[config.mk]
export PLATFORM = sky130hd
export DESIGN_NAME = lock_timer_arbiter_flat
export DESIGN_NICKNAME = d
export VERILOG_FILES = /design/src/rtl/lock_timer_arbiter_if.sv /design/src/rtl/lock_timer_arbiter.sv /design/src/flat_wrapper.sv
export SDC_FILE = /design/constraint.sdc
export NUM_CORES = 1
export LEC_CHECK = 0
export CELL_PAD_IN_SITES_DETAIL_PLACEMENT = 1
export CELL_PAD_IN_SITES_GLOBAL_PLACEMENT = 2
export CORE_ASPECT_RATIO = 1.5
export CORE_MARGIN = 3
export CORE_UTILIZATION = 31
export CTS_BUF_LIST = sky130_fd_sc_hd__clkbuf_4
export DETAILED_ROUTE_END_ITERATION = 8
export PLACE_DENSITY = 0.93
export SLEW_MARGIN = 20
export SYNTH_ARGS = -nofsm -noshare
export SYNTH_HDL_FRONTEND = slang
export SYNTH_SLANG_ARGS = --single-unit
[constraint.sdc]
create_clock -name clk -period 3.35 [get_ports clk]
set_input_delay 0.8375 -clock clk [delete_from_list [all_inputs] [get_ports clk]]
set_output_delay 0.8375 -clock clk [all_outputs]
set_load 0.01 [all_outputs]
[src/rtl/lock_timer_arbiter_if.sv]
// Request/grant/timer bundle shared by the lock timer arbiter and its requesters.
// The slave side is the arbiter; the master side is the requester pair.
interface lock_timer_arbiter_if #(
    parameter int W = 8
);
    logic         tick;
    logic [1:0]   req;
    logic [W-1:0] dur0;
    logic [W-1:0] dur1;
    logic [1:0]   gnt;
    logic         busy;
    logic [1:0]   done;
    logic [W-1:0] remaining;

    modport master (
        output tick, req, dur0, dur1,
        input  gnt, busy, done, remaining
    );

    modport slave (
        input  tick, req, dur0, dur1,
        output gnt, busy, done, remaining
    );
endinterface

[src/rtl/lock_timer_arbiter.sv]
// Two-requester round-robin arbiter that grants a single shared countdown timer,
// counting down on time-base ticks and pulsing done when the timer expires.
module lock_timer_arbiter #(
    parameter int W = 8
) (
    input  logic                 clk,
    input  logic                 rst,
    lock_timer_arbiter_if.slave  bus
);
    typedef enum logic [1:0] {
        IDLE   = 2'd0,
        RUN    = 2'd1,
        EXPIRE = 2'd2
    } state_t;

    state_t       state_q, state_d;
    logic [1:0]   gnt_q, gnt_d;
    logic         busy_q, busy_d;
    logic [1:0]   done_q, done_d;
    logic [W-1:0] remaining_q, remaining_d;
    logic         ptr_q, ptr_d;       // last-served requester index
    logic         winner_q, winner_d; // requester currently holding the timer
    logic         sel;

    always_comb begin
        state_d     = state_q;
        gnt_d       = gnt_q;
        busy_d      = busy_q;
        done_d      = 2'b00;
        remaining_d = remaining_q;
        ptr_d       = ptr_q;
        winner_d    = winner_q;
        // Under contention favour the requester that was not served last.
        sel         = (bus.req == 2'b11) ? ~ptr_q : bus.req[1];

        case (state_q)
            IDLE: begin
                if (bus.req != 2'b00) begin
                    winner_d    = sel;
                    gnt_d       = sel ? 2'b10 : 2'b01;
                    busy_d      = 1'b1;
                    remaining_d = sel ? bus.dur1 : bus.dur0;
                    state_d     = (remaining_d == '0) ? EXPIRE : RUN;
                end
            end
            RUN: begin
                // Abort wins over any tick arriving in the same cycle.
                if (!bus.req[winner_q]) begin
                    state_d     = IDLE;
                    gnt_d       = 2'b00;
                    busy_d      = 1'b0;
                    remaining_d = '0;
                    ptr_d       = winner_q;
                end else if (bus.tick && remaining_q != '0) begin
                    remaining_d = remaining_q - W'(1);
                    if (remaining_q == W'(1)) begin
                        state_d = EXPIRE;
                    end
                end
            end
            EXPIRE: begin
                done_d  = winner_q ? 2'b10 : 2'b01;
                gnt_d   = 2'b00;
                busy_d  = 1'b0;
                ptr_d   = winner_q;
                state_d = IDLE;
            end
            default: begin
                state_d     = IDLE;
                gnt_d       = 2'b00;
                busy_d      = 1'b0;
                remaining_d = '0;
            end
        endcase
    end

    always_ff @(posedge clk or posedge rst) begin
        if (rst) begin
            state_q     <= IDLE;
            gnt_q       <= 2'b00;
            busy_q      <= 1'b0;
            done_q      <= 2'b00;
            remaining_q <= '0;
            ptr_q       <= 1'b1;
            winner_q    <= 1'b0;
        end else begin
            state_q     <= state_d;
            gnt_q       <= gnt_d;
            busy_q      <= busy_d;
            done_q      <= done_d;
            remaining_q <= remaining_d;
            ptr_q       <= ptr_d;
            winner_q    <= winner_d;
        end
    end

    assign bus.gnt       = gnt_q;
    assign bus.busy      = busy_q;
    assign bus.done      = done_q;
    assign bus.remaining = remaining_q;
endmodule

[src/flat_wrapper.sv]
// flat-port wrapper written by rule: the top's interface ports become plain ports
module lock_timer_arbiter_flat 
#(
    parameter int W = 8
)
  (clk, rst, bus_tick, bus_req, bus_dur0, bus_dur1, bus_gnt, bus_busy, bus_done, bus_remaining);
  lock_timer_arbiter_if #(.W(W)) bus_i ();
  input  logic clk;
  input  logic rst;
  input wire logic [$bits(bus_i.tick)-1:0] bus_tick;
  input wire logic [$bits(bus_i.req)-1:0] bus_req;
  input wire logic [$bits(bus_i.dur0)-1:0] bus_dur0;
  input wire logic [$bits(bus_i.dur1)-1:0] bus_dur1;
  output wire logic [$bits(bus_i.gnt)-1:0] bus_gnt;
  output wire logic [$bits(bus_i.busy)-1:0] bus_busy;
  output wire logic [$bits(bus_i.done)-1:0] bus_done;
  output wire logic [$bits(bus_i.remaining)-1:0] bus_remaining;
  assign bus_i.tick = bus_tick;
  assign bus_i.req = bus_req;
  assign bus_i.dur0 = bus_dur0;
  assign bus_i.dur1 = bus_dur1;
  assign bus_gnt = bus_i.gnt;
  assign bus_busy = bus_i.busy;
  assign bus_done = bus_i.done;
  assign bus_remaining = bus_i.remaining;
  lock_timer_arbiter #(.W(W)) u_core (.clk(clk), .rst(rst), .bus(bus_i));
endmodule
After elaboration in Yosys (flattened, before gate mapping). Cells that the tools add are included.

Reduce and logical (&&, ||, !) cells: 11. Multipliers: 0. Eq/ne operators: 8. Add/sub/neg operators: 1. $lt $le $gt $ge: 1. Div/mod/pow operators: 0. Shift operators: 0. Multiplexer cells: 25. Bitwise gates (word level): 2.

Operators by type and width (count): $mux 8 (4); $pmux 8 s3 (1); $mux 2 (10); $eq 8x1->1 const B (1); $logic_not 8->1 (1); $pmux 2 s2 (2); $reduce_bool 8->1 (1); $sub 8x1->8 const B (1); $mux 1 (6); $ne 3x3->1 const B (2); $reduce_and 2->1 (3); $reduce_and 3->1 (2); $eq 2x2->1 const B (2); $pmux 1 s2 (2); $reduce_bool 2->1 (2); $eq 2x1->1 const B (1); $logic_not 2->1 (1); $lt 1x2->1 const B (1); $ne 2x1->1 const B (1); $ne 2x2->1 const B (1); $not 1->1 (2); $logic_and 1x1->1 (1).

Logic and storage cells: 55. Latch bits: 0. Output and inout port bits: 13. Bits in writable memories: 0. Memories: 0. Memory bits (read-only): 0. Register bits: 17.

Longest topological paths before layout.
Word-level depth: 7. Mapped depth: 6. Mapped depth without buffers: 6.

Least setup slack after synthesis. OpenSTA, ideal clock, no wires.

Kind: in2reg. Start point: input port bus_req[1]. End point: register u_core.remaining_q[3], in the netlist u_core.bus.remaining[3]. Data arrival time: 2.073 ns. Buffers on the path: 1. Setup slack: 1.156 ns. Stages on the path: 5. Data required time: 3.229 ns. Path through: buf_2 or4_4 a21boi_4 o21ba_4 a22o_1.

Word-level cells in the longest chain between the ends: 5. Elaborated cells between the ends (all ways): 12. Those cells by class: eq/ne (3); mux (7); reduce/logical (2).

Ends and longest elaborated chain: start: declaration (line flat_wrapper.sv:11) `input wire logic [$bits(bus_i.req)-1:0] bus_req;`; $eq 2x2->1 (line lock_timer_arbiter.sv:34) `sel = (bus.req == 2'b11) ? ~ptr_q : bus.req[1];`; $mux 1 (line lock_timer_arbiter.sv:34); $mux 8 (line lock_timer_arbiter.sv:42) `remaining_d = sel ? bus.dur1 : bus.dur0;`; $mux 8 (line lock_timer_arbiter.sv:38) `if (bus.req != 2'b00) begin`; $pmux 8 s3 (line lock_timer_arbiter.sv:36) `case (state_q)`; end signal: assignment (line lock_timer_arbiter.sv:91) `remaining_q <= remaining_d;`; end: declaration (line lock_timer_arbiter.sv:20) `logic [W-1:0] remaining_q, remaining_d;`.

Parallel ways exist; a longest one is shown, timed or not. The select of a mux whose other input is x is not followed. A chain may end at the register's enable or synchronous reset.

Worst setup path after layout.
Start point: input port bus_req[0]. End point: register u_core.remaining_q[6], in the netlist u_core.bus.remaining[6].

The elaborated chain is that of the path after synthesis.

==> results.md <==
- Die ar.: 4580 sq um
- Total CTS buffers: 3
- Clk_lat worst skew: 0.30 ns
- Compound-Gate Fraction of Synth Area: 27.4%
- Vias in the first global route: 1173
- Setup_tns: 0 ns
- Die W: 56.3 um
- Final core occ: 43.9%
- DRC viols: 0
- Worst path required time: 3.54 ns
- Die Y: 81.4 um
- Max VDD drop: 0.316 mV
- Ys flop type: dfrtp_1
- CP max stage cell: clkdlybuf4s50_1
- Routability cong.: 0.877
- Cell area after layout: 1540 sq um
- Share of layout cells above drive strength 1: 8.44%
- Total congestion overflow: 0
- Clk sinks: 17
- Initial antenna violation count: 0
- Clock share of power: 8.6%
- Register area share after synthesis: 36.3%
- Register bit total from synthesis: 17
- Clock transition at path regs: 0.11 ns
- Skew final: 0.00774 ns
- Number of synthesized flops with an enable pin: 0
- Max cap viols: 0
- Final Hold Violating Endpoints: 0
- Asr flop ratio synth: 100%
- Tmin final: 2.63 ns
- Largest net degree at the start of global routing: 18
- ANT nets after route: 0
- Most frequent cell after synthesis: dfrtp_1
- GRT Overall Usage: 16.4%
- Internal power: 737 uW
- Mux cell area share after synthesis: 8.73%
- Placed Area: 1510 sq um
- Total core area: 3510 sq um
- Final period util: 78.5%
- Crit-path max cell delay: 0.74 ns
- Crit path cell chain: clkdlybuf4s50_1 > o41ai_1 > a21oi_1 > o21ai_1 > a221o_1
- Worst-margin pin slew: 0.660 ns
- Crit-path max FO: 12
- Rows: 26
- Count of final max-slew check failures: 0
- Reg power frac: 32.2%
- # hold bufs at CTS: 0
- Nets@finish: 178
- Cts repair resizes: 0
- Post-synthesis simple-gate area fraction: 20.4%
- Max frequency: 380 MHz
- Worst Setup Path Type: input port to flop
- Starting DRT DRC Count: 25
- Syn Area/Cell: 9.40 sq um
- Syn_nets: 148
- Antenna cells: 0
- Area Overhead vs Synth: 31.2%
- First-pass GRT wire length: 5800 um
- Deepest clock path buffer count: 2
- Filler cells: 425
- Comb pwr share: 59.2%
- CTS tree: yes
- LEAKAGE: 0.000634 uW
- Post-synth top cells: 16 x dfrtp_1, 9 x nor2_1, 8 x mux2i_1
- Finish-stage setup viols: 0
- H-tree Lvls: 1
- First-pass iteration count of the detailed router: 4
- Root Buffer Master: clkbuf_4
- Post-DP HPWL: 2780 um
- Yosys cell types: 44
- Routed WL: 3530 um
- Worst hold path class: flop to flop
- Switching power: 583 uW
- Io pins: 34
- CP Capture Type: flop
- CP arrival: 2.82 ns
- RSZ-0062 raised after global routing: no
- Synth area leaders: dfrtp_1 34%, mux2i_1 6.8%, a22o_1 4.5%
- PortBufs: 33
- XOR/XNOR Fraction of Synth Area: 0%
- Adder-cell share of the synthesized area: 2.13%
- Yosys warns: 0
- Mapped Area: 1170 sq um
- Status: finished, final reports clean
- Routed WL per cell: 18.0 um
- Cell Pwr Density: 857 nW/um^2
- Vias: 1143
- Vias/cell: 5.83
- Switching Share: 44.2%
- Slew HR: 56.0%
- Largest family of logic cells by synthesized area: compound AO/OA/AOI/OAI gates
- Setup bufs post-CTS: 0
- Synth area leader: dfrtp_1
- Critical Path Start Type: input port
- Cells after Synth: 125
- Top-area cell type share of the netlist area: 34.1%
- Initial Util: 33.4%
==> power by group through the flow <==
stage,clock (uW),combinational [uW],sequential [uW]
after floorplan,0,527,411
after global placement,0,767,420
after detailed placement,0,781,428
after CTS,117,786,424
after global routing,131,850,448
final,114,782,425
==> final timing paths <==
kind | start | end | slack (ns) | cells past startpoint
max in group asynchronous | rst | u_core.bus.remaining[7]$_DFFE_PP0P_ | 2.01 | 2
min | u_core.bus.gnt[1]$_DFFE_PP0P_ | u_core.bus.gnt[1]$_DFFE_PP0P_ | 0.52 | 2
max | bus_req[0] | u_core.bus.remaining[6]$_DFFE_PP0P_ | 0.72 | 5
min in group asynchronous | rst | u_core.bus.remaining[5]$_DFFE_PP0P_ | 0.92 | 2
min reg2reg | u_core.bus.gnt[1]$_DFFE_PP0P_ | u_core.bus.gnt[1]$_DFFE_PP0P_ | 0.52 | 2
max reg2reg | u_core.bus.remaining[0]$_DFFE_PP0P_ | u_core.bus.remaining[6]$_DFFE_PP0P_ | 1.16 | 6
==> critical path, delay by kind of cell <==
kind / cells / cell delay (ns)
compound gates: 4 / 1.24
buf+inv: 1 / 0.74
==> cell type report <==
| cell class | count | area, sq um | share of cell area [%] |
|---|---|---|---|
| multi-input cells | 96 | 689 | 44.7 |
| inverters | 4 | 15.0 | 0.974 |
| repair buffers | 33 | 330 | 21.4 |
| clock inverters | 1 | 5.00 | 0.325 |
| clock buffers | 3 | 22.5 | 1.46 |
| flip-flops and latches | 17 | 427 | 27.7 |
| well taps | 42 | 52.6 | 3.41 |
==> stage by stage <==
stage	setup slack [ns]	power (uW)	hold slack, ns	instances
after floorplan	1.16	937	0.519	125
after detailed placement	0.468	1210	0.489	192
final	0.722	1320	0.524	196
after global placement	0.556	1190	0.474	192
after global routing	0.631	1430	0.551	196
after CTS	0.769	1330	0.518	196
==> placed cells by master (no fill, tap or decap), types with 5 or more instances in the layout <==
cell and instances:
o221ai_1 5, nor2_1 9, a22o_1 6, nand3_1 5
nand2_1 6, dfrtp_1 16, clkdlybuf4s50_1 33, mux2i_1 8
nor4_1 6, o22ai_1 5
==> kinds of logic (layout without fill, tap and decap cells) <==
kind of cell             Yosys count  after routing
AND/OR/NAND/NOR                   44             44
AO/OA/AOI/OAI                     40             40
buffers and inverters             12             41
flip-flops                        17             17
adder cells (fa/ha/maj)            2              2
multiplexers                      10             10
==> per-layer routing <==
metal	GRT usage, %	part of all wire, %	vias to the layer above
met1	19.1	41	563
met2	29.2	53	36
li1	-	-	537
met5	0	0	-
met3	2.54	4.4	7
met4	7.84	2.1	0
==> state kept, by name, indices dropped and copies added (netlist names) <==
signal / count
u_core.bus.done: 2
u_core.bus.busy: 1
u_core.bus.gnt: 2
u_core.state_q: 2
u_core.ptr_q: 1
u_core.winner_q: 1
u_core.bus.remaining: 8
No activity file was read; power rests on OpenSTA's default activity.
